`src/rtl/oh_rrmux3.sv`:
```
// oh_rrmux3: 3-way round-robin arbiter with packet lock
// feeding a registered and-or-invert data mux.
module oh_rrmux3 #(
    parameter int DW  = 8,
    parameter bit PKT = 1'b1
) (
    input  logic          clk,
    input  logic          nreset,
    input  logic [2:0]    in_valid,
    input  logic [2:0]    in_last,
    input  logic [DW-1:0] in0_data,
    input  logic [DW-1:0] in1_data,
    input  logic [DW-1:0] in2_data,
    output logic [2:0]    in_ready,
    output logic          out_valid,
    output logic          out_last,
    output logic [DW-1:0] out_data,
    output logic [1:0]    out_src,
    input  logic          out_ready,
    output logic [2:0]    grant
);

    localparam logic [0:0] IDLE   = 1'b0;
    localparam logic [0:0] LOCKED = 1'b1;

    logic [0:0]    state;
    logic [1:0]    lock_id;
    logic [1:0]    ptr;
    logic          load;
    logic          xfer;
    logic [2:0]    lock_oh;
    logic [2:0]    elig;
    logic [2:0]    rr;
    logic [1:0]    win;
    logic          win_last;
    logic [DW-1:0] mux_n;

    assign load = ~out_valid | out_ready;

    always_comb begin
        lock_oh = 3'b000;
        case (lock_id)
            2'd0:    lock_oh = 3'b001;
            2'd1:    lock_oh = 3'b010;
            default: lock_oh = 3'b100;
        endcase
    end

    assign elig = (state == LOCKED) ? (in_valid & lock_oh) : in_valid;

    // Search starts just after the last winner.
    always_comb begin
        rr = 3'b000;
        case (ptr)
            2'd0: begin
                if (elig[1])      rr = 3'b010;
                else if (elig[2]) rr = 3'b100;
                else if (elig[0]) rr = 3'b001;
            end
            2'd1: begin
                if (elig[2])      rr = 3'b100;
                else if (elig[0]) rr = 3'b001;
                else if (elig[1]) rr = 3'b010;
            end
            default: begin
                if (elig[0])      rr = 3'b001;
                else if (elig[1]) rr = 3'b010;
                else if (elig[2]) rr = 3'b100;
            end
        endcase
    end

    assign grant    = (state == LOCKED) ? elig : rr;
    assign in_ready = grant & {3{load}};
    assign xfer     = |in_ready;
    assign win_last = |(in_last & grant);

    always_comb begin
        win = 2'd0;
        unique case (1'b1)
            grant[1]: win = 2'd1;
            grant[2]: win = 2'd2;
            default:  win = 2'd0;
        endcase
    end

    assign mux_n = ~((in0_data & {DW{grant[0]}}) |
                     (in1_data & {DW{grant[1]}}) |
                     (in2_data & {DW{grant[2]}}));

    always_ff @(posedge clk or negedge nreset) begin
        if (!nreset) begin
            out_valid <= 1'b0;
            out_last  <= 1'b0;
            out_data  <= '0;
            out_src   <= 2'd0;
        end else if (xfer) begin
            out_valid <= 1'b1;
            out_last  <= PKT ? win_last : 1'b1;
            out_data  <= ~mux_n;
            out_src   <= win;
        end else if (out_ready) begin
            out_valid <= 1'b0;
        end
    end

    always_ff @(posedge clk or negedge nreset) begin
        if (!nreset) begin
            state   <= IDLE;
            lock_id <= 2'd0;
            ptr     <= 2'd2;
        end else if (xfer) begin
            if (!PKT) begin
                ptr <= win;
            end else if (state == IDLE) begin
                if (win_last) begin
                    ptr <= win;
                end else begin
                    state   <= LOCKED;
                    lock_id <= win;
                end
            end else if (win_last) begin
                state <= IDLE;
                ptr   <= win;
            end
        end
    end

endmodule
```
`config.mk`:
```
export PLATFORM = sky130hd
export DESIGN_NAME = oh_rrmux3
export DESIGN_NICKNAME = d
export VERILOG_FILES = /design/src/rtl/oh_rrmux3.sv
export SDC_FILE = /design/constraint.sdc
export NUM_CORES = 1
export LEC_CHECK = 0
export ABC_AREA = 1
export BUFFER_PORTS_ARGS = -buffer_cell sky130_fd_sc_hd__buf_2
export CAP_MARGIN = 20
export CORE_MARGIN = 2
export CORE_UTILIZATION = 40
export DETAILED_ROUTE_END_ITERATION = 8
export HOLD_SLACK_MARGIN = 0.06
export PLACE_DENSITY = 0.71
export SETUP_SLACK_MARGIN = 0.3
export SLEW_MARGIN = 40
export SYNTH_ARGS = -nofsm -noshare
export SYNTH_HDL_FRONTEND = slang
export SYNTH_SLANG_ARGS = --single-unit
```
`constraint.sdc`:
```
create_clock -name clk -period 1.9 [get_ports clk]
set_input_delay 0.38 -clock clk [delete_from_list [all_inputs] [get_ports clk]]
set_output_delay 0.38 -clock clk [all_outputs]
set_load 0.01 [all_outputs]
```
==> metrics.cfg, run 1 <==
[outcome]
status=finished, violations left
violations=setup timing

[global_routing]
grt_pass1_vias=1029
track_usage_pct=21.4
antenna_found_initial=0
grt-ovfl-total=0
grt_pass1_wl_um=4510
grt_max_degree=18

[worst_setup_path]
cp_slowest_cell=dfstp_2
worst_ep_arrival_time_ns=1.53
worstPathMaxFanout=4
worstSetupPathType=reg -> out
cp.required_ns=1.52
critPathLaunchType=flip-flop
path_cells=inv_2 -> nand3_2 -> inv_2 -> nor3_4 -> nand2_4 -> inv_2 -> buf_6
slowest_delay_ns=0.58
crit_top_cell=inv_2
end_kind=output pin

[power_and_ir_drop]
p_seq_share_pct=24.3
combPwrFrac_pct=68.5
p_sw_share_pct=47.8
p_per_area_nw_per_um2=1660
clockPowerShare_pct=7.2
p_total_mw=2.65
p_int_mw=1.38
ir_worst_vdd_mv=1.07
p_leak_nw=0.939
p_sw_mw=1.27

[timing]
holdWs_ns=0.388
final.setup.worst_slack_ns=-0.00608
skew_ns=0.00396
setup_viol=1
worst_pin_slew_ns=0.382
relSlewSlack_pct=74.5
rsz0062_at_grt=true
period_share_pct=100
final_hold_viol_count=0
fin_crit_ns=1.91
fmax_mhz=525
slew_viol_final=0

[floorplan]
core_um2=2430
start_util_pct=41.8
die_w_um=54.4
rows=18
die_y_um=54.4
dieArea_um2=2960
ioPinCount=51

[detailed_routing]
drc=0
antenna_left=0
wl_met3_um=136
routed-wl-met2_um=1550
wl_per_cell_um=12.2
drtIter0Drc=19
met1_length_um=1280
num_vias=1205
first_pass_iters=4
avgViaCountPerCell=4.88
postRouteWirelength_um=3000
top_layer_used=met4

[yosys]
yosys_warnings=0
synthMuxAreaShare_pct=0
yosys.area_share.adder_pct=0
netlist_area_um2=1020
netlist_top_cells_area=dfrtp_1 39%, nand2_1 26%, nand3_1 7.9%
synth.distinct_cells=21
synth_top_area_share_pct=39.4
async_flop_share_pct=100
yosysTopAreaCell=dfrtp_1
synthCells=145
synth_flop_cell=dfrtp_1
synth_xor_area_share_pct=0
synth_top_family_by_area=simple AND/OR/NAND/NOR gates
synth_edf_count=0
avgSynthCellArea_um2=7.01
synth_seq_cells=17
synth_nets=178
synth_compound_area_share_pct=3.69
ys_seq_area_share_pct=42.0
synth-simple-area-share_pct=45.4

[cts]
cts_buffer_depth=2
cts_tree=yes
clk_pin_slew_ns=0.09
root_buffer=clkbuf_4
htree_levels=1
clock_sinks=17
cts_inserted_buffers=3
clock_latency_ns=0.28

[placement]
io_buffers=50
placed_area_um2=1310
hpwlAfterDp_um=2120
dp_slack_ns=0.185
gp_congestion=0.844

[final_layout]
drive_gt1_share_pct=52.1
mostFrequentLayoutCells=55 x nand2_1, 47 x buf_2, 16 x nand2_2
fin_util_pct=65.7
fin_nets=251
layout_commonest_cell=nand2_1
fin_area_um2=1600
flow.area_growth_from_synthesis_pct=57.3
diodes=0
n_fill_cell=195

[worst_hold_path]
hp-class=in -> reg

[job]
drv_cap=0

final timing paths:
kind	from	to	slack [ns]	cells after the start
worst max-delay path	ptr[1]	in_ready[0]	-0.006	7
worst min-delay path	in2_data[2]	out_data[2]	0.39	5
worst max register to register	ptr[1]	state	0.05	10
worst min register to register	out_data[7]	out_data[7]	0.48	2
max in group asynchronous	nreset	ptr[1]	1.05	2
min in group asynchronous	nreset	out_src[1]	0.53	2
synth_stat cells (2+ instances only):
library cell and n:
a21oi_1 2, buf_6 2, dfrtp_1 16, inv_1 11, inv_2 3, nand2_1 71, nand2_2 3, nand3_1 16
nand3_2 2, nand4_1 2, nor2_1 5, o21ai_0 3
power by group through the flow:
stage | clock network [mW] | registers (mW) | logic (mW)
after global routing | 0.215 | 0.663 | 1.99
after CTS | 0.196 | 0.638 | 1.66
after floorplan | 0 | 0.677 | 0.856
after detailed placement | 0 | 0.639 | 1.25
final | 0.191 | 0.643 | 1.82
after global placement | 0 | 0.632 | 1.22
sequential cells by signal, summed over array words and instances, names as in the netlist:
| register | cells |
|---|---|
| lock_id | 2 |
| out_data | 8 |
| out_last | 1 |
| out_src | 2 |
| out_valid | 1 |
| ptr | 2 |
| state | 1 |
through the flow:
step,setup TNS (ns),cells
6_report,-0.00608,247
3_5_place_dp,0,225
3_3_place_gp,0,225
2_1_floorplan,0,145
4_1_cts,0,245
5_1_grt,-0.307,247
cells by family (layout without fill, tap and decap cells):
family	after synthesis	count (layout)
DFF	17	17
AOI/OAI and AO/OA	7	7
and+or+nand+nor	102	103
buffers and inverters	19	90
worst max-delay path: cells and delay by family (launching register included):
kind | cells | cell delay, ns
buffers and inverters | 4 | 0.25
flip-flops | 1 | 0.58
AND/OR/NAND/NOR | 3 | 0.41
what timing repair did:
item / 4_1_cts / 5_1_grt
gates cloned: 1 / 1
pin swaps: 5 / 4
setup buffers: 14 / 1
hold endpoints to repair: 16 / 0
endpoints found under the setup margin: 23 / 23
hold buffers: 1 / 0
resized for setup: 26 / 16
routing by layer:
metal  vias up  track usage, %
met5         -               0
met4         0            5.42
met3         4            6.01
met2        37            36.1
met1       564            26.8
li1        600               -
layout make-up:
type,count,area (µm²),share of cell area [%]
flip-flops and latches,17,428,26.8
clock buffers,4,26.3,1.64
repair inverters,1,8.76,0.548
inverters,16,72.6,4.54
well taps,30,37.5,2.35
repair buffers,69,429,26.9
multi-input cells,110,596,37.3
Note: power is estimated with default switching activity, not from simulation.
==> run 2, diff against run 1 <==
==> constraint.sdc (replaced) <==
create_clock -name clk -period 1.9 [get_ports clk]
set_input_delay 0.38 -clock clk [delete_from_list [all_inputs] [get_ports clk]]
set_output_delay 0.38 -clock clk [all_outputs]
set_load 0.02 [all_outputs]
==> run 2 against run 1 <==
  * Total power is 12% higher
  * Clock power is 9.9% higher
  * Core utilization is 2.9 points higher
  * The flow still finishes with violations (setup timing)
  * Clock skew hardly changed
  * Critical path type unchanged
  * Hold slack worse by 0.027 ns
  * Die area stayed put
  * Flip-flop and latch count stayed put
  * Fmax is 4.2% lower
  * Non-clock buffer count is 9 higher
  * Sequential power is 0.8% higher
  * Combinational power is 16% higher
  * Final cell count is 3.6% higher
==> metrics.cfg, run 2 (synthesis results as in run 1) <==
[timing]
rsz0062_at_grt=true  ; unchanged
final_hold_viol_count=0  ; unchanged
setup_viol=5  ; was 1
skew_ns=0.00384  ; was 0.00396 ns
slew_viol_final=0  ; unchanged
fin_crit_ns=1.99  ; was 1.91 ns
holdWs_ns=0.361  ; was 0.388 ns
period_share_pct=105  ; was 100%
fmax_mhz=502  ; was 525 MHz
relSlewSlack_pct=73.1  ; was 74.5%
worst_pin_slew_ns=0.404  ; was 0.382 ns
final.setup.worst_slack_ns=-0.0901  ; was -0.00608 ns

[cts]
cts_buffer_depth=2  ; unchanged
cts_inserted_buffers=3  ; unchanged
htree_levels=1  ; unchanged
clock_latency_ns=0.31  ; was 0.28 ns
clock_sinks=17  ; unchanged
root_buffer=clkbuf_4  ; unchanged
cts_tree=yes  ; unchanged
clk_pin_slew_ns=0.10  ; was 0.09 ns

[detailed_routing]
avgViaCountPerCell=4.95  ; was 4.88
num_vias=1268  ; was 1,205
postRouteWirelength_um=3310  ; was 3000 µm
drtIter0Drc=52  ; was 19
drc=0  ; unchanged
wl_per_cell_um=12.9  ; was 12.2 µm
antenna_left=0  ; unchanged
first_pass_iters=4  ; unchanged

[worst_setup_path]
r2r-start=ptr[1]  ; unchanged
critPathLaunchType=flip-flop  ; unchanged
crit_top_cell=inv_2  ; unchanged
end_kind=output pin  ; unchanged
cp.required_ns=1.52  ; about the same
cp_slowest_cell=dfstp_2  ; unchanged
cp.buffers_inverters=4  ; unchanged
worstPathMaxFanout=4  ; unchanged
r2r_end=out_data[3]  ; was state
worst_ep_arrival_time_ns=1.61  ; was 1.53 ns
critPathTopFamily=flip-flops  ; unchanged
path_cells=inv_2 -> nand3_2 -> inv_2 -> nor3_4 -> nand2_4 -> inv_2 -> buf_6  ; unchanged
r2r_setup_slack_ns=0  ; was 0.05 ns
worstSetupPathType=reg -> out  ; unchanged
slowest_delay_ns=0.58  ; about the same
reg2regPathDepth=11  ; was 10

[placement]
io_buffers=50  ; unchanged
placed_area_um2=1310  ; about the same
dp_slack_ns=0.168  ; was 0.185 ns
gp_congestion=0.908  ; was 0.844
hpwlAfterDp_um=2090  ; was 2120 µm

[final_layout]
fin_nets=260  ; was 251
fin_util_pct=68.6  ; was 65.7%
n_fill_cell=196  ; was 195
diodes=0  ; unchanged
mostFrequentLayoutCells=57 x nand2_1, 44 x buf_2, 23 x buf_4  ; was 55 x nand2_1, 47 x buf_2, 16 x nand2_2
multi_input_area_um2=581  ; was 596 µm²
flow.area_growth_from_synthesis_pct=64.3  ; was 57.3%
largest_register=out_data  ; unchanged
drive_gt1_share_pct=52.7  ; was 52.1%
fin_area_um2=1670  ; was 1600 µm²
largest_register_ffs=8  ; unchanged
seq_area_um2=428  ; unchanged
layout_commonest_cell=nand2_1  ; unchanged

[global_routing]
grt_max_degree=18  ; unchanged
grt-ovfl-total=0  ; unchanged
grt_pass1_wl_um=4810  ; was 4510 µm
track_usage_pct=22.8  ; was 21.4%
grt_pass1_vias=1116  ; was 1,029
antenna_found_initial=0  ; unchanged

[worst_hold_path]
min_to=out_data[2]  ; unchanged
hold-path-cell-count=5  ; unchanged
hold_start=in2_data[2]  ; unchanged
hp-class=in -> reg  ; unchanged

[floorplan]
ioPinCount=51  ; unchanged
start_util_pct=41.8  ; unchanged
dieArea_um2=2960  ; unchanged
core_um2=2430  ; unchanged
die_w_um=54.4  ; unchanged
die_y_um=54.4  ; unchanged
rows=18  ; unchanged

[power_and_ir_drop]
p_per_area_nw_per_um2=1780  ; was 1660 nW/µm²
ir_worst_vdd_mv=1.14  ; was 1.07 mV
p_total_mw=2.97  ; was 2.65 mW
p_leak_nw=0.989  ; was 0.939 nW

[job]
drv_cap=0  ; unchanged

[outcome]
violations=setup timing  ; unchanged
status=finished, violations left  ; unchanged

==> run 2: cell count changes in the layout (fill, tap and decap cells not counted) <==
cell,delta
buf_2,-3
buf_4,+9
buf_6,+3
nand2_1,+2
nand2_2,-2
nand3_2,+1
nand3_4,-1
nor2_1,+1
nor2_2,-1
==> run 2: cell type report <==
cell class | count | share of cell area (%)
clock buffers | 4 | 1.57
well taps | 30 | 2.25
inverters | 16 | 4.35
repair buffers | 78 | 30.9
repair inverters | 1 | 0.525
multi-input cells | 110 | 34.8
flip-flops and latches | 17 | 25.6
==> run 2: tightest hold or removal path: stages <==
cell and delay [ns]:
buf_2 0.08, nand2_1 0.04, nand3_1 0.06, nand2_1 0.04, nand2_1 0.05
==> run 2: routing by layer <==
layer | vias up | global-route usage [%] | part of all wire [%]
met5 | - | 0 | 0
met3 | 11 | 3.83 | 6.1
met2 | 52 | 37.3 | 50
met1 | 589 | 28.9 | 41
li1 | 616 | - | -
met4 | 0 | 11.3 | 3.2
==> run 2: what timing repair did <==
action | 4_1_cts | 5_1_grt
pin swaps | 4 | 5
endpoints found under the setup margin | 23 | 23
gates resized for setup | 32 | 14
setup buffers | 16 | 7
cloned | 1 | 1
endpoints found under the hold margin | 16 | 0
hold buffers | 1 | 0
==> run 2: metrics by stage <==
step / TNS (ns) / cells
CTS: -0.0598 / 248
floorplan: 0 / 145
global route: -1.44 / 256
detailed placement: 0 / 226
global placement: 0 / 226
finish: -0.123 / 256
==> run 2: worst max-delay path by stage <==
stage	startpoint	to	slack [ns]	cells after the start
global placement	ptr[1]	in_ready[0]	0.19	7
CTS	ptr[1]	in_ready[0]	-0.05	7
floorplan	ptr[1]	out_data[2]	0.13	10
global route	ptr[1]	in_ready[0]	-0.17	7
finish	ptr[1]	in_ready[0]	-0.09	7
detailed placement	ptr[1]	in_ready[0]	0.17	7
==> run 2: power breakdown <==
group	internal (mW)	leakage, nW	total (mW)	switching [mW]
Clock	0.0822	0.0150	0.210	0.128
Sequential	0.530	0.212	0.648	0.118
Combinational	0.917	0.762	2.11	1.20
==> run 3, diff against run 2 <==
--- a/config.mk
+++ b/config.mk
@@ -5,14 +5,14 @@
 export SDC_FILE = /design/constraint.sdc
 export NUM_CORES = 1
 export LEC_CHECK = 0
-export ABC_AREA = 1
 export BUFFER_PORTS_ARGS = -buffer_cell sky130_fd_sc_hd__buf_2
 export CAP_MARGIN = 20
 export CORE_MARGIN = 2
 export CORE_UTILIZATION = 40
 export DETAILED_ROUTE_END_ITERATION = 8
 export HOLD_SLACK_MARGIN = 0.06
-export PLACE_DENSITY = 0.71
+export MAX_ROUTING_LAYER = met4
+export PLACE_DENSITY = 0.75
 export SETUP_SLACK_MARGIN = 0.3
 export SLEW_MARGIN = 40
 export SYNTH_ARGS = -nofsm -noshare
==> run 3 against run 2 <==
  * The flow still finishes with violations (setup timing)
  * Combinational power decreased by 2%
  * Clock skew increased by 0.00058 ns
  * Final area decreased by 3.4%
  * Via count decreased by 18%
  * Global-route usage decreased by 1.3 points
  * Register-to-register slack got worse by 0.42 ns
  * Clock-buffer cell count unchanged
  * Critical path depth unchanged
  * Critical endpoint is now lock_id[1]
  * Fmax decreased by 14%
  * Critical path type is now reg -> reg
  * Highest routed layer unchanged
  * First-iteration DRC count decreased by 38%
  * Sequential share of layout area increased by 0.84 points
  * Largest power group unchanged
  * Die area decreased by 16%
==> metrics.cfg, run 3 <==
[outcome]
status=finished, violations left  ; unchanged
violations=setup timing  ; unchanged

[cts]
clock_sinks=17  ; unchanged
root_buffer=clkbuf_4  ; unchanged
htree_levels=1  ; unchanged
cts_buffer_depth=2  ; unchanged
clk_pin_slew_ns=0.10  ; about the same
cts_inserted_buffers=3  ; unchanged
cts_tree=yes  ; unchanged
clock_latency_ns=0.28  ; was 0.31 ns

[worst_setup_path]
worstPathMaxFanout=3  ; was 4
cp.required_ns=2.07  ; was 1.52 ns
path_cells=buf_6 -> or4b_4 -> and4_4 -> and2_4 -> a221o_1 -> nor3_2 -> mux2_1  ; was inv_2 -> nand3_2 -> inv_2 -> nor3_4 -> nand2_4 -> inv_2 -> buf_6
worstSetupPathType=reg -> reg  ; was reg -> out
worst_ep_arrival_time_ns=2.49  ; was 1.61 ns
r2r_end=lock_id[1]  ; was out_data[3]
cp_slowest_cell=or4b_4  ; was dfstp_2
end_kind=flip-flop  ; was output pin
critPathTopFamily=simple AND/OR/NAND/NOR gates  ; was flip-flops
cp.buffers_inverters=1  ; was 4
slowest_delay_ns=0.50  ; was 0.58 ns
critPathLaunchType=flip-flop  ; unchanged
crit_cells=7  ; unchanged
r2r-start=ptr[1]  ; unchanged
r2r_setup_slack_ns=-0.42  ; was 0 ns
reg2regPathDepth=7  ; was 11

[detailed_routing]
drtIter0Drc=32  ; was 52
wl_per_cell_um=15.6  ; was 12.9 µm
num_vias=1036  ; was 1,268
postRouteWirelength_um=2990  ; was 3310 µm
first_pass_iters=4  ; unchanged
avgViaCountPerCell=5.40  ; was 4.95
drc=0  ; unchanged
antenna_left=0  ; unchanged

[floorplan]
core_um2=1980  ; was 2430 µm²
die_w_um=50.0  ; was 54.4 µm
dieArea_um2=2500  ; was 2960 µm²
start_util_pct=42.6  ; was 41.8%
rows=16  ; was 18
die_y_um=50.0  ; was 54.4 µm
ioPinCount=51  ; unchanged

[timing]
fin_crit_ns=2.32  ; was 1.99 ns
rsz0062_at_grt=true  ; unchanged
final_hold_viol_count=0  ; unchanged
setup_viol=22  ; was 5
final.setup.worst_slack_ns=-0.421  ; was -0.0901 ns
skew_ns=0.00441  ; was 0.00384 ns
relSlewSlack_pct=72.5  ; was 73.1%
slew_viol_final=0  ; unchanged
worst_pin_slew_ns=0.412  ; was 0.404 ns
fmax_mhz=431  ; was 502 MHz
period_share_pct=122  ; was 105%

[yosys]
yosys_warnings=0  ; unchanged
netlist_top_cells_area=dfrtp_1 47%, a222oi_1 9.5%, o21ai_0 7.1%  ; was dfrtp_1 39%, nand2_1 26%, nand3_1 7.9%
synth_top_area_share_pct=47.4  ; was 39.4%
synth.distinct_cells=23  ; was 21
yosysMostFrequentCell=dfrtp_1  ; was nand2_1
synthCells=82  ; was 145
synth_flop_cell=dfrtp_1  ; unchanged
synth_nets=115  ; was 178
synth_edf_count=0  ; unchanged
yosysTopAreaCell=dfrtp_1  ; unchanged
netlist_area_um2=845  ; was 1020 µm²
ys_seq_area_share_pct=50.5  ; was 42.0%
async_flop_share_pct=100  ; unchanged
synth_common_cells=16 x dfrtp_1, 12 x o21ai_0, 9 x nand2_1, 8 x a222oi_1, 5 x clkbuf_1  ; was 71 x nand2_1, 16 x dfrtp_1, 16 x nand3_1, 11 x inv_1, 5 x nor2_1
synth_seq_cells=17  ; unchanged
avgSynthCellArea_um2=10.3  ; was 7.01 µm²

[power_and_ir_drop]
ir_worst_vdd_mv=1.42  ; was 1.14 mV
p_sw_share_pct=41.8  ; was 48.5%
p_int_mw=1.69  ; was 1.53 mW
p_per_area_nw_per_um2=1800  ; was 1780 nW/µm²
combPwrFrac_pct=71.0  ; was 71.1%
p_leak_nw=0.837  ; was 0.989 nW
clockPowerShare_pct=6.7  ; was 7.1%
p_sw_mw=1.21  ; was 1.44 mW
p_seq_share_pct=22.3  ; was 21.8%

[final_layout]
fin_util_pct=81.3  ; was 68.6%
flow.area_growth_from_synthesis_pct=90.8  ; was 64.3%
layout_commonest_cell=buf_2  ; was nand2_1
diodes=0  ; unchanged
n_fill_cell=108  ; was 196
drive_gt1_share_pct=70.9  ; was 52.7%
mostFrequentLayoutCells=44 x buf_2, 22 x buf_4, 16 x dfrtp_1  ; was 57 x nand2_1, 44 x buf_2, 23 x buf_4
fin_area_um2=1610  ; was 1670 µm²
fin_nets=199  ; was 260
largest_register_ffs=8  ; unchanged
largest_register=out_data  ; unchanged

[placement]
placed_area_um2=1230  ; was 1310 µm²
io_buffers=50  ; unchanged
hpwlAfterDp_um=1720  ; was 2090 µm
gp_congestion=0.800  ; was 0.908

[job]
drv_cap=0  ; unchanged

[worst_hold_path]
hold-path-cell-count=3  ; was 5
hp-class=in -> reg  ; unchanged
min_to=out_data[3]  ; was out_data[2]
hold_start=in0_data[3]  ; was in2_data[2]

[global_routing]
antenna_found_initial=0  ; unchanged
grt_pass1_wl_um=3950  ; was 4810 µm
grt_pass1_vias=930  ; was 1,116
grt-ovfl-total=0  ; unchanged
track_usage_pct=21.5  ; was 22.8%
grt_max_degree=18  ; unchanged

-- run 3: cell types whose count changed in the layout (fill, tap and decap cells not counted), moves of 3 or more --
cell      previous run  this run
nand3_2              6         0
inv_2                5         0
a222oi_1             0         8
nand2_1             57         0
a21oi_2              0         3
nor2_1               4         1
nand3_1             13         0
a22o_1               0         3
and2_4               0         3
inv_1                8         4
nand2_2             14         7
o21ai_2              1         6
buf_6               10        13
-- run 3: area by class of cell --
type	instances	area, µm²	share of cell area [%]
multi-input cells	56	493	30.6
clock buffers	4	26.3	1.63
inverters	4	15.0	0.932
repair buffers	84	617	38.3
flip-flops and latches	17	427	26.5
well taps	27	33.8	2.10
-- run 3: through the flow --
stage / power, mW / instances / hold slack [ns] / setup TNS (ns) / worst slack, ns
after floorplan: 1.41 / 82 / 0.0844 / -0.534 / -0.267
after global placement: 1.85 / 169 / 0.311 / -2.21 / -0.258
after detailed placement: 1.89 / 169 / 0.319 / -2.88 / -0.315
after CTS: 2.31 / 182 / 0.380 / -4.50 / -0.360
after global routing: 3.06 / 192 / 0.400 / -6.94 / -0.477
final: 2.90 / 192 / 0.376 / -5.63 / -0.421
-- run 3: timing repair --
item	CTS	global route
setup buffers	8	9
setup endpoints to repair	23	23
pin swaps	5	15
hold endpoints to repair	16	0
gates resized for setup	21	40
cloned	0	1
hold buffers	1	0
-- run 3: how the worst max path moves through the flow --
stage,from,endpoint,slack [ns]
finish,ptr[1],lock_id[1],-0.42
global placement,in_valid[1],lock_id[0],-0.26
CTS,ptr[1],lock_id[0],-0.36
detailed placement,in_valid[1],lock_id[0],-0.32
global route,ptr[1],lock_id[1],-0.48
floorplan,state,lock_id[0],-0.27
-- run 3: tightest hold or removal path: cells and delay by family --
kind,cells,cell delay (ns)
AO/OA/AOI/OAI,2,0.17
buffers and inverters,1,0.08
-- run 3: power by group through the flow --
stage	Combinational (mW)	Clock (mW)	Sequential [mW]
floorplan	0.634	0	0.777
global placement	1.23	0	0.622
detailed placement	1.26	0	0.628
CTS	1.50	0.194	0.619
global route	2.19	0.205	0.668
finish	2.06	0.194	0.646
-- run 3: cell families after synthesis --
group	Yosys count	share of synthesized area [%]
mux	2	2.67
compound gates	32	28.0
flops	17	50.5
simple gates	22	14.8
buf+inv	9	4.00
-- run 3: layer usage --
metal	wire length [µm]	vias to the layer above	share of wire [%]	track usage [%]
met5	0	-	0	-
met4	65	0	2.2	8.80
met3	232	6	7.8	2.73
met2	1560	60	52	36.4
met1	1130	485	38	25.8
li1	-	485	-	-
